===== config.mk =====
export PLATFORM = sky130hd
export DESIGN_NAME = mod_arbiter
export DESIGN_NICKNAME = d
export VERILOG_FILES = /design/src/rtl/mod_arb_pkg.sv /design/src/rtl/mod_rr_pick.sv /design/src/rtl/novel_mod_operator.sv /design/src/rtl/mod_arbiter.sv
export SDC_FILE = /design/constraint.sdc
export NUM_CORES = 1
export LEC_CHECK = 0
export BUFFER_PORTS_ARGS = -buffer_cell sky130_fd_sc_hd__buf_2
export CORE_ASPECT_RATIO = 1.1
export CORE_MARGIN = 5
export CORE_UTILIZATION = 55
export CTS_CLUSTER_SIZE = 16
export DETAILED_ROUTE_END_ITERATION = 12
export PLACE_DENSITY = 0.8
export SLEW_MARGIN = 15
export SYNTH_ARGS = -nofsm -noshare
export SYNTH_HDL_FRONTEND = slang
export SYNTH_SLANG_ARGS = --single-unit

===== constraint.sdc =====
create_clock -name clk -period 15.67 [get_ports clk]
set_input_delay 1.567 -clock clk [delete_from_list [all_inputs] [get_ports clk]]
set_output_delay 1.567 -clock clk [all_outputs]
set_load 0.005 [all_outputs]

===== src/rtl/mod_arb_pkg.sv =====
// Shared types for the modular-remainder arbiter: FSM state encoding and
// the requester-index width helper.
package mod_arb_pkg;

  typedef enum logic [1:0] {
    IDLE,
    ISSUE,
    WAIT,
    RESP
  } state_t;

  // A single requester still needs a one-bit index field.
  function automatic int id_width(input int num_req);
    return (num_req > 1) ? $clog2(num_req) : 1;
  endfunction

endpackage


===== src/rtl/mod_rr_pick.sv =====
// Combinational round-robin picker: searches upward from last_grant+1 with
// wrap and returns the first asserted request as one-hot and binary index.
module mod_rr_pick
  import mod_arb_pkg::*;
#(
  parameter  int NUM_REQ = 4,
  localparam int ID_W    = id_width(NUM_REQ)
) (
  input  logic [NUM_REQ-1:0] req,
  input  logic [ID_W-1:0]    last_grant,
  output logic [NUM_REQ-1:0] grant,
  output logic [ID_W-1:0]    grant_idx,
  output logic               any_req
);

  logic [ID_W-1:0] cand;

  always_comb begin
    grant     = '0;
    grant_idx = '0;
    any_req   = 1'b0;
    cand      = '0;
    for (int k = 1; k <= NUM_REQ; k++) begin
      cand = ID_W'((int'(last_grant) + k) % NUM_REQ);
      if (!any_req && req[cand]) begin
        any_req         = 1'b1;
        grant[cand]     = 1'b1;
        grant_idx       = cand;
      end
    end
  end

endmodule


===== src/rtl/novel_mod_operator.sv =====
// Sequential unsigned remainder unit (A mod B), one restoring step per cycle.
// start is taken only while idle; done pulses for one cycle with result valid.
module novel_mod_operator #(
  parameter int N = 32
) (
  input  logic         clk,
  input  logic         rst,
  input  logic         start,
  input  logic [N-1:0] a,
  input  logic [N-1:0] b,
  output logic         done,
  output logic [N-1:0] result
);

  localparam int CNT_W = (N > 1) ? $clog2(N) : 1;

  logic             running;
  logic [CNT_W-1:0] cnt;
  logic [N-1:0]     dvd;
  logic [N-1:0]     dvs;
  logic [N-1:0]     rem;
  logic [N:0]       trial;
  logic [N-1:0]     rem_next;

  // rem stays below the divisor, so the shifted trial value needs one extra
  // bit and the restored remainder always fits back into N bits.
  always_comb begin
    trial = {rem, dvd[N-1]};
    if (trial >= {1'b0, dvs}) begin
      rem_next = N'(trial - {1'b0, dvs});
    end else begin
      rem_next = trial[N-1:0];
    end
  end

  always_ff @(posedge clk or posedge rst) begin
    if (rst) begin
      running <= 1'b0;
      cnt     <= '0;
      dvd     <= '0;
      dvs     <= '0;
      rem     <= '0;
      done    <= 1'b0;
      result  <= '0;
    end else begin
      done <= 1'b0;
      if (!running) begin
        if (start) begin
          running <= 1'b1;
          dvd     <= a;
          dvs     <= b;
          rem     <= '0;
          cnt     <= CNT_W'(N - 1);
        end
      end else begin
        rem <= rem_next;
        dvd <= {dvd[N-2:0], 1'b0};
        if (cnt == '0) begin
          running <= 1'b0;
          done    <= 1'b1;
          result  <= rem_next;
        end else begin
          cnt <= cnt - 1'b1;
        end
      end
    end
  end

endmodule


===== src/rtl/mod_arbiter.sv =====
// Round-robin front end sharing one remainder unit among NUM_REQ requesters,
// with a tagged response channel and local trapping of zero divisors.
module mod_arbiter
  import mod_arb_pkg::*;
#(
  parameter int N       = 32,
  parameter int NUM_REQ = 4
) (
  input  logic                       clk,
  input  logic                       rst,
  input  logic [NUM_REQ-1:0]         req_valid,
  output logic [NUM_REQ-1:0]         req_ready,
  input  logic [NUM_REQ*N-1:0]       req_a,
  input  logic [NUM_REQ*N-1:0]       req_b,
  output logic                       resp_valid,
  input  logic                       resp_ready,
  output logic [$clog2(NUM_REQ)-1:0] resp_id,
  output logic [N-1:0]               resp_result,
  output logic                       resp_err,
  output logic                       busy
);

  localparam int ID_W = id_width(NUM_REQ);

  state_t          state;
  logic [ID_W-1:0] last_grant;
  logic [ID_W-1:0] op_id;
  logic [N-1:0]    op_a;
  logic [N-1:0]    op_b;

  logic [NUM_REQ-1:0] pick_grant;
  logic [ID_W-1:0]    pick_idx;
  logic               pick_any;
  logic [N-1:0]       sel_a;
  logic [N-1:0]       sel_b;

  logic               unit_start;
  logic               unit_done;
  logic [N-1:0]       unit_result;

  mod_rr_pick #(
    .NUM_REQ(NUM_REQ)
  ) u_pick (
    .req       (req_valid),
    .last_grant(last_grant),
    .grant     (pick_grant),
    .grant_idx (pick_idx),
    .any_req   (pick_any)
  );

  assign sel_a = req_a[int'(pick_idx)*N +: N];
  assign sel_b = req_b[int'(pick_idx)*N +: N];

  // Grants are only offered from IDLE and are suppressed while reset is held.
  assign req_ready  = (state == IDLE && !rst) ? pick_grant : '0;
  assign unit_start = (state == ISSUE);
  assign resp_valid = (state == RESP);
  assign busy       = (state != IDLE);

  novel_mod_operator #(
    .N(N)
  ) u_mod (
    .clk   (clk),
    .rst   (rst),
    .start (unit_start),
    .a     (op_a),
    .b     (op_b),
    .done  (unit_done),
    .result(unit_result)
  );

  always_ff @(posedge clk or posedge rst) begin
    if (rst) begin
      state       <= IDLE;
      last_grant  <= ID_W'(NUM_REQ - 1);
      op_id       <= '0;
      op_a        <= '0;
      op_b        <= '0;
      resp_id     <= '0;
      resp_result <= '0;
      resp_err    <= 1'b0;
    end else begin
      case (state)
        IDLE: begin
          if (pick_any) begin
            op_id      <= pick_idx;
            op_a       <= sel_a;
            op_b       <= sel_b;
            last_grant <= pick_idx;
            // A zero divisor never reaches the unit; answer with A directly.
            if (sel_b == '0) begin
              resp_id     <= pick_idx;
              resp_result <= sel_a;
              resp_err    <= 1'b1;
              state       <= RESP;
            end else begin
              state <= ISSUE;
            end
          end
        end
        ISSUE: begin
          state <= WAIT;
        end
        WAIT: begin
          if (unit_done) begin
            resp_id     <= op_id;
            resp_result <= unit_result;
            resp_err    <= 1'b0;
            state       <= RESP;
          end
        end
        RESP: begin
          if (resp_ready) begin
            state <= IDLE;
          end
        end
        default: begin
          state <= IDLE;
        end
      endcase
    end
  end

endmodule


Word level (Yosys, flattened, before mapping)
Cells that the tools add are included.
- bits in registers: 240
- input port bits: 263
- output and inout bits: 41
- logic and storage cells: 127
- $add $sub $neg: 6
- order comparisons: 9
- eq/ne operators: 8
- shifts and indexed selects: 2
- multiplexer cells: 59
- bitwise operators: 4
- reduce and logical (&&, ||, !) cells: 24
- operators by type and width (operator ; count):
    2-to-1 mux 32 bit ; 8
    variable part select 128 x 8 -> 32 bit ; 2
    case mux 32 bit (2 select lines) ; 1
    greater-or-equal comparator 33 x 32 -> 1 bit ; 1
    logical NOT 32 bit ; 1
    subtractor 32 bit ; 1
    2-to-1 mux 2 bit ; 11
    2-to-1 mux 1 bit ; 20
    2-to-1 mux 4 bit ; 5
    2-to-1 mux 5 bit ; 3
    < comparator 2 x 3 -> 1 bit (second input constant) ; 4
    OR 4 bit ; 3
    binary-select mux 1 bit (select 2 bit) ; 4
    demux 1 bit (select 2 bit) ; 4
    greater-or-equal comparator 2 x 1 -> 1 bit (second input constant) ; 4
    logical AND 1 bit ; 8
    case mux 2 bit (4 select lines) ; 1
    AND reduction 2 bit ; 4
    != test 2 x 1 -> 1 bit (second input constant) ; 3
    nonzero test 2 bit ; 3
    logical NOT 5 bit ; 1
    subtractor 5 x 1 -> 5 bit (second input constant) ; 1
    adder 2 x 1 -> 2 bit (second input constant) ; 2
    adder 2 bit (second input constant) ; 2
    10 further kinds ; 15

Longest topological paths before layout
Gate-level depths: netlist of run 1.
- word-level depth: 18
- gate-level depth with buffers: 16
- gate-level depth less buffers: 14

By module
Synthesis of run 1 repeated with hierarchy kept, for this count alone.
- cell total of the unflattened synthesis: 1327
- area total of the unflattened synthesis: 14044.7 µm²
- by module, submodules not included (module ; instances ; cells an instance ; area each (µm²) ; sequential area each (µm²)):
    novel_mod_operator ; 1 ; 812 ; 7490.9 ; 3378.2
    mod_arbiter ; 1 ; 447 ; 6028.3 ; 2630.0
    mod_rr_pick ; 1 ; 68 ; 525.5 ; 0.0

Least setup slack after synthesis of run 1
OpenSTA, ideal clock, no wires.
- kind: input to output
- start: in rst
- end: out req_ready[0]
- data arrival time: 7.459 ns
- data required time: 14.103 ns
- setup slack: 6.644 ns
- stages: 3
- buffers on the path: 0
- path through: inv_1 -> nand2_1 -> nor2_1
- longest elaborated chain between the ends: 3
- RTL lines (element ; line ; source):
    start: declaration ; mod_arbiter.sv:10 ; input logic rst,
    logical NOT 1 bit (no line) ; - ;
    logical AND 1 bit ; mod_arbiter.sv:55 ; assign req_ready = (state == IDLE && !rst) ? pick_grant : '0;
    2-to-1 mux 4 bit ; mod_arbiter.sv:55 ;
    end: declaration ; mod_arbiter.sv:12 ; output logic [NUM_REQ-1:0] req_ready,
No other way between the ends.

Worst setup path in the final report of run 1
- start: in req_valid[1]
- end: reg resp_result[20]
- longest elaborated chain between the ends: 16
- elaborated cells between the ends (all ways): 31
- classes of those cells: 2 x eq/ne; 2 x shift; 19 x mux; 8 x reduce/logical
- RTL lines (element ; line ; source):
    start: declaration ; mod_arbiter.sv:11 ; input logic [NUM_REQ-1:0] req_valid,
    binary-select mux 1 bit (select 2 bit) ; mod_rr_pick.sv:25 ; if (!any_req && req[cand]) begin
    2-to-1 mux 1 bit (implied by the code) ; mod_rr_pick.sv:25 ;
    2-to-1 mux 1 bit ; mod_rr_pick.sv:25 ;
    logical NOT 1 bit ; mod_rr_pick.sv:25 ;
    logical AND 1 bit ; mod_rr_pick.sv:25 ;
    2-to-1 mux 1 bit ; mod_rr_pick.sv:25 ;
    logical NOT 1 bit ; mod_rr_pick.sv:25 ;
    logical AND 1 bit ; mod_rr_pick.sv:25 ;
    2-to-1 mux 1 bit ; mod_rr_pick.sv:25 ;
    logical NOT 1 bit ; mod_rr_pick.sv:25 ;
    logical AND 1 bit ; mod_rr_pick.sv:25 ;
    2-to-1 mux 2 bit ; mod_rr_pick.sv:25 ;
    variable part select 128 x 8 -> 32 bit, on equally long branches ; mod_arbiter.sv:52, mod_arbiter.sv:51 ;
    logical NOT 32 bit or 2-to-1 mux 32 bit (tied branches) ; mod_arbiter.sv:91 ; if (sel_b == '0) begin
    != test 2 x 1 -> 1 bit (no line) or 2-to-1 mux 32 bit (tied branches) ; - ;
    AND reduction 4 bit (no line) or case mux 32 bit (2 select lines) (tied branches) ; - ;
    end signal: assignment ; mod_arbiter.sv:93 ; resp_result <= sel_a;
    end signal: assignment ; mod_arbiter.sv:107 ; resp_result <= unit_result;
    end: declaration ; mod_arbiter.sv:18 ; output logic [N-1:0] resp_result,
Parallel ways exist; a longest one is shown, timed or not. The select of a mux whose other input is x is not followed.
A chain may end at the register's enable or synchronous reset.

==> metrics.cfg, run 1 <==
[clock_tree]
ctsResizeCount = 0
h-tree-depth = 1
worstSkewPairLatency_ns = 0.52
clk_pin_slew_ns = 0.06
clock_tree.root_cell = clkbuf_16
cts_buffers = 24
ctsHoldBuffers = 0
clk_path_buf_depth = 3
numClockSinks = 240
cts_tree = built
postCtsSetupBuffers = 0

[sta]
fmax_mhz = 166
period_share = 0.385
rsz0062_at_grt = false
hold_viol_final = 0
tightestPinTransition_ns = 1.19
finClkSkew_ns = 0.0255
maxSlewViolCount = 0
setup_viol = 0
post-route-min-period_ns = 6.04
relSlewSlack = 0.201
tns_ns = 0

[logic_synthesis]
synthCells = 1647
synthArstFlopShare = 1.00
ys_seq_elements = 240
synth_top_area_cell = dfrtp_1
seq_area_frac_synth = 0.402
syn_nets = 1956
synth_top_area_share = 0.399
synth.cell_area_mm2 = 0.0149
ys.flop_type = dfrtp_1
synth-edff-count = 0
yosys.cell_types.count = 73
synth.area.top_cells = dfrtp_1, nand2_1, mux2_2
yosys_warnings = 0
syn_area_per_cell_um2 = 9.07

[floorplanning]
ios = 304
core_area_mm2 = 0.0269
initial_core_util = 0.556
rows = 63
die_area_mm2 = 0.0306
die_h_um = 183
die_x_um = 167

[final_layout]
mostFrequentLayoutCell = nand2_1
drive_gt1_frac = 0.265
final_cell_mix = nand2_1, buf_2, dfrtp_1
area_growth_pct = 16.5
diodes = 0
nFillCells = 2274
ff_latch_area_mm2 = 0.00601
finish.utilization = 0.647
final_nets = 2194
multiInputGateArea_mm2 = 0.00827

[drt]
detail_route.iter0.violations = 896
vias = 13200
drc_errors = 0
routed_wl_um = 47700
wl_per_cell_um = 21.1
ant_nets = 0
first_pass_iters = 5
drt-vias-per-instance = 5.83

[worst_setup_path]
critPathRequiredTime_ns = 16.05
path_common_cell = buf_4
path_delay_family = simple AND/OR/NAND/NOR gates
end_kind = register
startpoint_type = primary input
cp.arrival_ns = 6.42
crit_path_max_fanout = 75
crit_path_top_delay_cell = nand2_2
slowest_delay_ns = 0.66
worst-setup-path-type = in -> reg
path_cells = buf_2 -> mux4_2 -> nor2b_1 -> nor3_4 -> nor2_4 -> buf_4 -> buf_4 -> nand2_1 -> a2111oi_4 -> o21bai_2 -> o21ai_2 -> nand2_2 -> mux2_1
crit_buf_inv = 3

[global_routing]
grt_pass1_vias = 13600
antenna_found_initial = 2
track_usage = 0.301
grt_pass1_wl_um = 74200
grt_max_degree = 111
grt_overflow_total = 0

[place]
place_hpwl_um = 36700
gp_congestion = 1.02
port_buffers = 303

[run_status]
status = complete, no violations

[pwr]
peakVddDrop_v = 0.0000695
p_per_area_mw_per_mm2 = 80.9
p_leak_nw = 8.93

[worst_hold_path]
min_path_type = reg -> reg

[job]
drv_cap = 0

==> worst register-to-register path: stages, from the launching register on <==
cell	delay (ns)
dfstp_2	0.84
inv_1	0.22
ha_1	0.38
mux4_2	0.29
nor2b_1	0.55
nor3_4	0.17
nor2_4	0.21
buf_4	0.44
buf_4	0.65
nand2_1	0.22
a2111oi_4	0.34
o21bai_2	0.15
o21ai_2	0.13
nand2_2	0.66
mux2_1	0.63
==> sequential cells by signal (all words and copies together), names as in the netlist, 2 cells and up <==
signal / count
last_grant: 2
op_a: 32
op_b: 32
op_id: 2
resp_id: 2
resp_result: 32
state: 2
u_mod.cnt: 5
u_mod.dvd: 32
u_mod.dvs: 32
u_mod.rem: 32
u_mod.result: 32
==> report_power, final <==
| group | switching (W) | total [W] | internal [W] |
|---|---|---|---|
| logic | 0.000138 | 0.000214 | 0.0000756 |
| clock network | 0.000237 | 0.000573 | 0.000336 |
| registers | 0.00000127 | 0.000621 | 0.000620 |
| total | 0.000377 | 0.00141 | 0.00103 |
==> worst paths after layout <==
kind	startpoint	endpoint	slack, ns	depth (start not counted)
setup / recovery	req_valid[1]	resp_result[20]$_DFFE_PP0P_	9.63	13
hold / removal	op_b[2]$_DFFE_PP0P_	u_mod.dvs[2]$_DFFE_PP0P_	0.48	2
setup reg to reg	last_grant[0]$_DFFE_PP1P_	resp_result[20]$_DFFE_PP0P_	9.67	14
hold reg to reg	op_b[2]$_DFFE_PP0P_	u_mod.dvs[2]$_DFFE_PP0P_	0.48	2
max in group asynchronous	rst	op_b[22]$_DFFE_PP0P_	12.23	4
min in group asynchronous	rst	u_mod.dvd[3]$_DFFE_PP0P_	1.14	2
==> cells by family (layout without fill, tap and decap cells) <==
group | count (synthesis) | in the layout | share of synthesized area
adders and majority gates | 46 | 46 | 0.0390
xor gates and xnor gates | 31 | 31 | 0.0182
muxes | 221 | 221 | 0.169
buffers and inverters | 175 | 429 | 0.0471
DFF | 240 | 240 | 0.402
and+or+nand+nor | 543 | 543 | 0.163
AOI/OAI and AO/OA | 391 | 391 | 0.161
==> metrics by stage <==
step / worst slack (ns) / hold slack (ns) / total power (W) / cells / cell area, µm²
global placement: 9.23 / 0.450 / 0.000846 / 2216 / 16600
global route: 9.28 / 0.508 / 0.00146 / 2258 / 17400
detailed placement: 9.10 / 0.467 / 0.000846 / 2216 / 16600
finish: 9.63 / 0.479 / 0.00141 / 2258 / 17400
floorplan: 6.64 / 0.439 / 0.000758 / 1647 / 14900
CTS: 9.64 / 0.483 / 0.00142 / 2258 / 17400
==> final cells by class <==
class / instances / area share
clock buffers: 37 / 0.0420
clock inverters: 5 / 0.00288
inverters: 71 / 0.0157
multi-input cells: 1232 / 0.475
flip-flops and latches: 240 / 0.345
well taps: 357 / 0.0257
repair buffers: 316 / 0.0928
==> synth_stat cells, drive strengths merged (21+ instances only) <==
cell type and n:
nand2 339, dfrtp 238, o21ai 179, mux2 124, mux2i 93, clkbuf 81, inv 71, a21oi 70
nand3 48, ha 45, nor2 43, a21o 38, nor3b 27, buf 23, a22oi 22, xnor2 21
==> metal layers <==
layer,part of all wire,vias up,GRT usage
met5,0.00055,-,0
met4,0.039,4,0.108
met3,0.055,85,0.0420
met2,0.51,475,0.543
met1,0.40,6344,0.372
li1,-,6267,-
Note: power is estimated with default switching activity, not from simulation.
==> inputs of run 2 (changes only) <==
==> constraint.sdc (replaced) <==
create_clock -name clk -period 6.25 [get_ports clk]
set_input_delay 0.625 -clock clk [delete_from_list [all_inputs] [get_ports clk]]
set_output_delay 0.625 -clock clk [all_outputs]
set_load 0.005 [all_outputs]
==> run 2 against run 1 <==
  * Sequential power increased to 2.5 times the previous value
  * Clock power rose to 2.7 times the previous value
  * Final cell count increased by 0.22%
  * Register-to-register slack lost 8.2 ns
  * Core utilization rose by 0.44 points
  * Combinational power increased to 2.5 times the previous value
  * Die area unchanged
  * First-iteration DRC count increased by 4.1%
  * Via count increased by 1.1%
  * Largest cell class unchanged
  * Highest routed layer is now met4
==> metrics.cfg, run 2 (same netlist as run 1, synthesis figures left out) <==
[floorplanning]
initial_core_util = 0.556  ; unchanged
ios = 304  ; unchanged
die_h_um = 183  ; unchanged
core_area_mm2 = 0.0269  ; unchanged
rows = 63  ; unchanged
die_area_mm2 = 0.0306  ; unchanged
die_x_um = 167  ; unchanged

[drt]
first_pass_iters = 6  ; +1
detail_route.iter0.violations = 933  ; +4.1%
ant_nets = 0  ; unchanged
drt-vias-per-instance = 5.89  ; +0.91%
drc_errors = 0  ; unchanged
vias = 13300  ; +1.1%
routed_wl_um = 46700  ; -2.0%
wl_per_cell_um = 20.6  ; -2.2%

[final_layout]
mostFrequentLayoutCell = nand2_1
final_cell_mix = nand2_1, buf_2, dfrtp_1
drive_gt1_frac = 0.269  ; +0.00455
area_growth_pct = 17.3
diodes = 0  ; unchanged
postLayoutCellArea_mm2 = 0.0175  ; +0.68%
final_nets = 2197  ; +0.14%
nFillCells = 2209  ; -2.9%

[global_routing]
grt-busiest-layer = met2
antenna_found_initial = 0  ; -2
grt_pass1_vias = 13300  ; -2.1%
groute.layer.met3.usage = 0.0444  ; +0.00237
grt_overflow_total = 0  ; unchanged
gr-usage-met1 = 0.362  ; -0.00966
grt_max_degree = 154  ; +39%
grt_pass1_wl_um = 72600  ; -2.2%
track_usage = 0.293  ; -0.00864
gr-usage-met2 = 0.513  ; -0.0301

[place]
place_hpwl_um = 35600  ; -2.9%
port_buffers = 303  ; unchanged
placed_area_mm2 = 0.0167  ; +0.26%
gp_congestion = 0.952  ; -6.3%
dpl_worst_slack_ns = 1.45  ; -7.64 ns

[pwr]
p_leak_nw = 8.99  ; +0.62%
peakVddDrop_v = 0.000190  ; +170%
p_per_area_mw_per_mm2 = 208  ; +160%
power.total_w = 0.00364  ; +160%

[worst_setup_path]
reg2regPathDepth = 12  ; -2
worst-setup-path-type = reg -> reg
slowest_delay_ns = 0.83  ; +0.17 ns
crit_end = resp_result[31]$_DFFE_PP0P_
critPathRequiredTime_ns = 6.65  ; -9.40 ns
startpoint_type = register
timing.rr.start = last_grant[0]$_DFFE_PP1P_
cp.arrival_ns = 5.20  ; -1.22 ns
rr_endpoint = resp_result[31]$_DFFE_PP0P_
crit_path_max_fanout = 40  ; -47%
crit_path_top_delay_cell = dfstp_2
end_kind = register
path_cells = inv_1 -> ha_1 -> mux4_2 -> o32ai_1 -> nor2_4 -> o31ai_1 -> a31oi_1 -> o21bai_2 -> o21ai_2 -> nand2_2 -> buf_4 -> mux2_1
rrSetupSlack_ns = 1.45  ; -8.22 ns
startpoint = last_grant[0]$_DFFE_PP1P_

[worst_hold_path]
min_path_type = in -> async

[clock_tree]
cts_buffers = 24  ; unchanged
postCtsSetupBuffers = 0  ; unchanged
worstSkewPairLatency_ns = 0.52  ; about the same
ctsHoldBuffers = 0  ; unchanged
cts_tree = built
h-tree-depth = 1  ; unchanged
clk_path_buf_depth = 3  ; unchanged
clock_tree.root_cell = clkbuf_16
numClockSinks = 240  ; unchanged
clk_pin_slew_ns = 0.07  ; about the same
ctsResizeCount = 0  ; unchanged

[sta]
tns_ns = 0  ; unchanged
fmax_mhz = 208
post-route-min-period_ns = 4.80
layout_setup_ws_ns = 1.45  ; -8.18 ns
rsz0062_at_grt = false
finClkSkew_ns = 0.0121  ; -0.0134 ns
relSlewSlack = 0.393  ; +0.192
tightestPinTransition_ns = 0.908  ; -0.279 ns
period_share = 0.769
hold_viol_final = 0  ; unchanged
maxSlewViolCount = 0  ; unchanged
setup_viol = 0  ; unchanged

[job]
drv_cap = 0  ; unchanged

[run_status]
status = complete, no violations

-- run 2: cell types whose count changed in the layout (fill, tap and decap cells not counted) --
cell	delta
clkinv_4	+2
buf_12	+2
bufinv_16	+3
clkbuf_8	-3
inv_8	-1
buf_4	+1
clkinvlp_4	+2
clkinv_2	+4
clkbuf_1	-5
-- run 2: final cells by class --
type | count | area (µm²) | area share
clock buffer | 29 | 671 | 0.0383
sequential | 240 | 6010 | 0.343
multi-input combinational | 1232 | 8270 | 0.472
inverter | 71 | 270 | 0.0154
tap | 357 | 447 | 0.0255
timing repair buffer | 319 | 1660 | 0.0948
clock inverter | 15 | 185 | 0.0106
-- run 2: how the worst min path moves through the flow --
stage | slack [ns] | cells after the start | from | endpoint
after detailed placement | 0.46 | 2 | op_b[22]$_DFFE_PP0P_ | u_mod.dvs[22]$_DFFE_PP0P_
after global routing | 0.29 | 2 | rst | op_a[22]$_DFFE_PP0P_
final | 0.24 | 2 | rst | u_mod.dvd[21]$_DFFE_PP0P_
after CTS | 0.25 | 2 | rst | u_mod.rem[0]$_DFFE_PP0P_
after global placement | 0.46 | 2 | op_b[21]$_DFFE_PP0P_ | u_mod.dvs[21]$_DFFE_PP0P_
after floorplan | 0.44 | 2 | op_b[0]$_DFFE_PP0P_ | u_mod.dvs[0]$_DFFE_PP0P_
-- run 2: through the flow --
| step | hold WS [ns] | utilization | instances |
|---|---|---|---|
| 6_report | 0.240 | 0.652 | 2263 |
| 2_1_floorplan | 0.439 | - | 1647 |
| 4_1_cts | 0.248 | 0.652 | 2263 |
| 3_3_place_gp | 0.458 | 0.620 | 2219 |
| 5_1_grt | 0.291 | 0.652 | 2263 |
| 3_5_place_dp | 0.465 | 0.620 | 2219 |
-- run 2: routing by layer --
metal	wire length, µm	up-vias
li1	-	6264
met1	18500	6449
met2	23200	514
met3	2770	97
met4	2240	0
met5	0	-
-- run 2: critical path, delay by kind of cell (launching register included) --
kind            cells  cell delay [ns]
buf+inv             2             0.52
fa+ha+maj           1             0.38
simple gates        2             0.40
mux                 2             0.88
compound gates      5             1.61
flops               1             0.83
-- run 2: where the power goes --
group          internal, W  switching (W)  leakage [nW]
clock             0.000932       0.000609         0.427
sequential         0.00155     0.00000309          3.34
combinational     0.000193       0.000347          5.23
==> inputs of run 3 (changes only) <==
==> constraint.sdc (replaced) <==
create_clock -name clk -period 4.91 [get_ports clk]
set_input_delay 0.491 -clock clk [delete_from_list [all_inputs] [get_ports clk]]
set_output_delay 0.491 -clock clk [all_outputs]
set_load 0.005 [all_outputs]
==> run 3 against run 2 <==
  * Combinational power increased by 26%
  * Setup slack got worse by 1.2 ns
  * Sequential share of layout area is 0.15 points higher
  * Hold slack got worse by 0.16 ns
  * Sequential power is 27% higher
  * Core utilization is 0.27 points lower
  * Clock-buffer cell count is 3 higher
  * Routed wire length fell by 2.4%
  * Maximum frequency increased by 3.7%
  * Critical path depth rose by 1
  * Register-to-register slack lost 1.2 ns
  * Clock power is 12% higher
==> metrics.cfg, run 3 (same netlist as run 1, synthesis figures left out) <==
[sta]
fmax_mhz = 216  ; +3.7%
hold_viol_final = 0  ; unchanged
relSlewSlack = 0.425  ; +0.0316
tns_ns = 0  ; unchanged
layout_setup_ws_ns = 0.277  ; -1.17 ns
setup_viol = 0  ; unchanged
finClkSkew_ns = 0.0161  ; +0.00405 ns
tightestPinTransition_ns = 0.863  ; -0.0452 ns
rsz0062_at_grt = false
period_share = 0.944  ; +0.175
maxSlewViolCount = 0  ; unchanged
post-route-min-period_ns = 4.63  ; -0.170 ns
holdWs_ns = 0.0842  ; -0.156 ns

[run_status]
status = complete, no violations

[worst_hold_path]
min_path_type = in -> async

[global_routing]
antenna_found_initial = 0  ; unchanged
grt_max_degree = 146  ; -5.2%
grt_overflow_total = 0  ; unchanged
track_usage = 0.287  ; -0.00608
grt_pass1_wl_um = 71100  ; -2.1%
grt_pass1_vias = 13300  ; -0.083%

[pwr]
p_leak_nw = 8.95  ; -0.43%
peakVddDrop_v = 0.000231  ; +22%
p_per_area_mw_per_mm2 = 252  ; +21%

[job]
drv_cap = 0  ; unchanged

[worst_setup_path]
startpoint_type = register
timing.rr.start = last_grant[0]$_DFFE_PP1P_
crit_buf_inv = 2  ; unchanged
rr_endpoint = resp_result[31]$_DFFE_PP0P_
path_cells = inv_1 -> ha_1 -> mux4_2 -> nor2b_1 -> o21ai_0 -> a211oi_1 -> o221ai_1 -> a2111oi_2 -> o21bai_2 -> o21ai_2 -> nand2_2 -> buf_4 -> mux2_1
path_delay_family = compound AO/OA/AOI/OAI gates
crit_path_top_delay_cell = dfstp_2
end_kind = register
slowest_delay_ns = 0.83  ; about the same
reg2regPathDepth = 13  ; +1
crit_path_max_fanout = 34  ; -15%
rrSetupSlack_ns = 0.28  ; -1.17 ns
critPathRequiredTime_ns = 5.30  ; -1.35 ns
worst-setup-path-type = reg -> reg
cp.arrival_ns = 5.02  ; -0.18 ns

[clock_tree]
cts_tree = built
ctsResizeCount = 0  ; unchanged
postCtsSetupBuffers = 0  ; unchanged
clk_path_buf_depth = 3  ; unchanged
h-tree-depth = 1  ; unchanged
clk_pin_slew_ns = 0.06  ; about the same
numClockSinks = 240  ; unchanged
ctsHoldBuffers = 0  ; unchanged
cts_buffers = 24  ; unchanged
worstSkewPairLatency_ns = 0.52  ; about the same
clock_tree.root_cell = clkbuf_16

[final_layout]
final_cell_mix = nand2_1, buf_2, dfrtp_1
area_growth_pct = 16.8
drive_gt1_frac = 0.268  ; -0.00143
nFillCells = 2240  ; +1.4%
final_nets = 2201  ; +0.18%
diodes = 0  ; unchanged
mostFrequentLayoutCell = nand2_1

[floorplanning]
die_x_um = 167  ; unchanged
die_h_um = 183  ; unchanged
ios = 304  ; unchanged
core_area_mm2 = 0.0269  ; unchanged
initial_core_util = 0.556  ; unchanged
rows = 63  ; unchanged
die_area_mm2 = 0.0306  ; unchanged

[place]
dpl_worst_slack_ns = 0.365  ; -1.09 ns
place_hpwl_um = 35200  ; -0.99%
port_buffers = 303  ; unchanged
gp_congestion = 1.06  ; +11%

[drt]
first_pass_iters = 6  ; unchanged
wl_per_cell_um = 20.2  ; -2.4%
vias = 13300  ; -0.46%
detail_route.iter0.violations = 955  ; +2.4%
drt-vias-per-instance = 5.86  ; -0.41%
ant_nets = 0  ; unchanged
drc_errors = 0  ; unchanged
routed_wl_um = 45600  ; -2.4%

-- run 3: cell types whose count changed in the layout (fill, tap and decap cells not counted), sizes merged --
cell      change
clkbuf        +3
clkinv        -6
buf           +4
inv           +1
clkinvlp      +1
bufinv        -4
-- run 3: where the power goes --
| group | internal, W | total (W) | switching, W |
|---|---|---|---|
| combinational | 0.000246 | 0.000681 | 0.000434 |
| clock | 0.000985 | 0.00173 | 0.000741 |
| sequential | 0.00198 | 0.00198 | 0.00000391 |
| total | 0.00321 | 0.00439 | 0.00118 |
-- run 3: metrics by stage --
| step | total power [W] | utilization | cell area, µm² | std cells |
|---|---|---|---|---|
| 6_report | 0.00439 | 0.649 | 17400 | 2262 |
| 5_1_grt | 0.00457 | 0.649 | 17400 | 2262 |
| 4_1_cts | 0.00442 | 0.649 | 17400 | 2262 |
| 3_5_place_dp | 0.00269 | 0.622 | 16700 | 2223 |
| 3_3_place_gp | 0.00269 | 0.622 | 16700 | 2223 |
| 2_1_floorplan | 0.00242 | - | 14900 | 1647 |
-- run 3: how the worst max path moves through the flow --
stage | start | to | depth (start not counted) | slack [ns]
final | last_grant[0]$_DFFE_PP1P_ | resp_result[31]$_DFFE_PP0P_ | 13 | 0.28
after global routing | last_grant[0]$_DFFE_PP1P_ | resp_result[31]$_DFFE_PP0P_ | 13 | 0.007
after CTS | last_grant[0]$_DFFE_PP1P_ | resp_result[31]$_DFFE_PP0P_ | 13 | 0.32
after detailed placement | last_grant[0]$_DFFE_PP1P_ | resp_result[31]$_DFFE_PP0P_ | 13 | 0.37
after global placement | last_grant[0]$_DFFE_PP1P_ | resp_result[31]$_DFFE_PP0P_ | 13 | 0.41
after floorplan | rst | req_ready[0] | 3 | -0.09
-- run 3: final cells by class --
class,instances,area (µm²),share of cell area
Sequential cell,240,6010,0.345
Inverter,71,270,0.0155
Clock buffer,32,692,0.0397
Multi-Input combinational cell,1232,8270,0.474
Timing Repair Buffer,323,1700,0.0977
Tap cell,357,447,0.0256
Clock inverter,7,47.5,0.00273
-- run 3: routing by layer --
metal  vias up  GRT usage  share of wire
met3        96     0.0401          0.054
met2       496      0.506           0.50
li1       6277          -              -
met4         0      0.114          0.043
met5         -          0              0
met1      6394      0.358           0.40
-- run 3: worst reg2reg max path, stage by stage, from the launching register on --
cell and delay, ns:
dfstp_2 0.83, inv_1 0.21, ha_1 0.38, mux4_2 0.28, nor2b_1 0.59, o21ai_0 0.27, a211oi_1 0.30, o221ai_1 0.16
a2111oi_2 0.40, o21bai_2 0.15, o21ai_2 0.14, nand2_2 0.05, buf_4 0.31, mux2_1 0.44
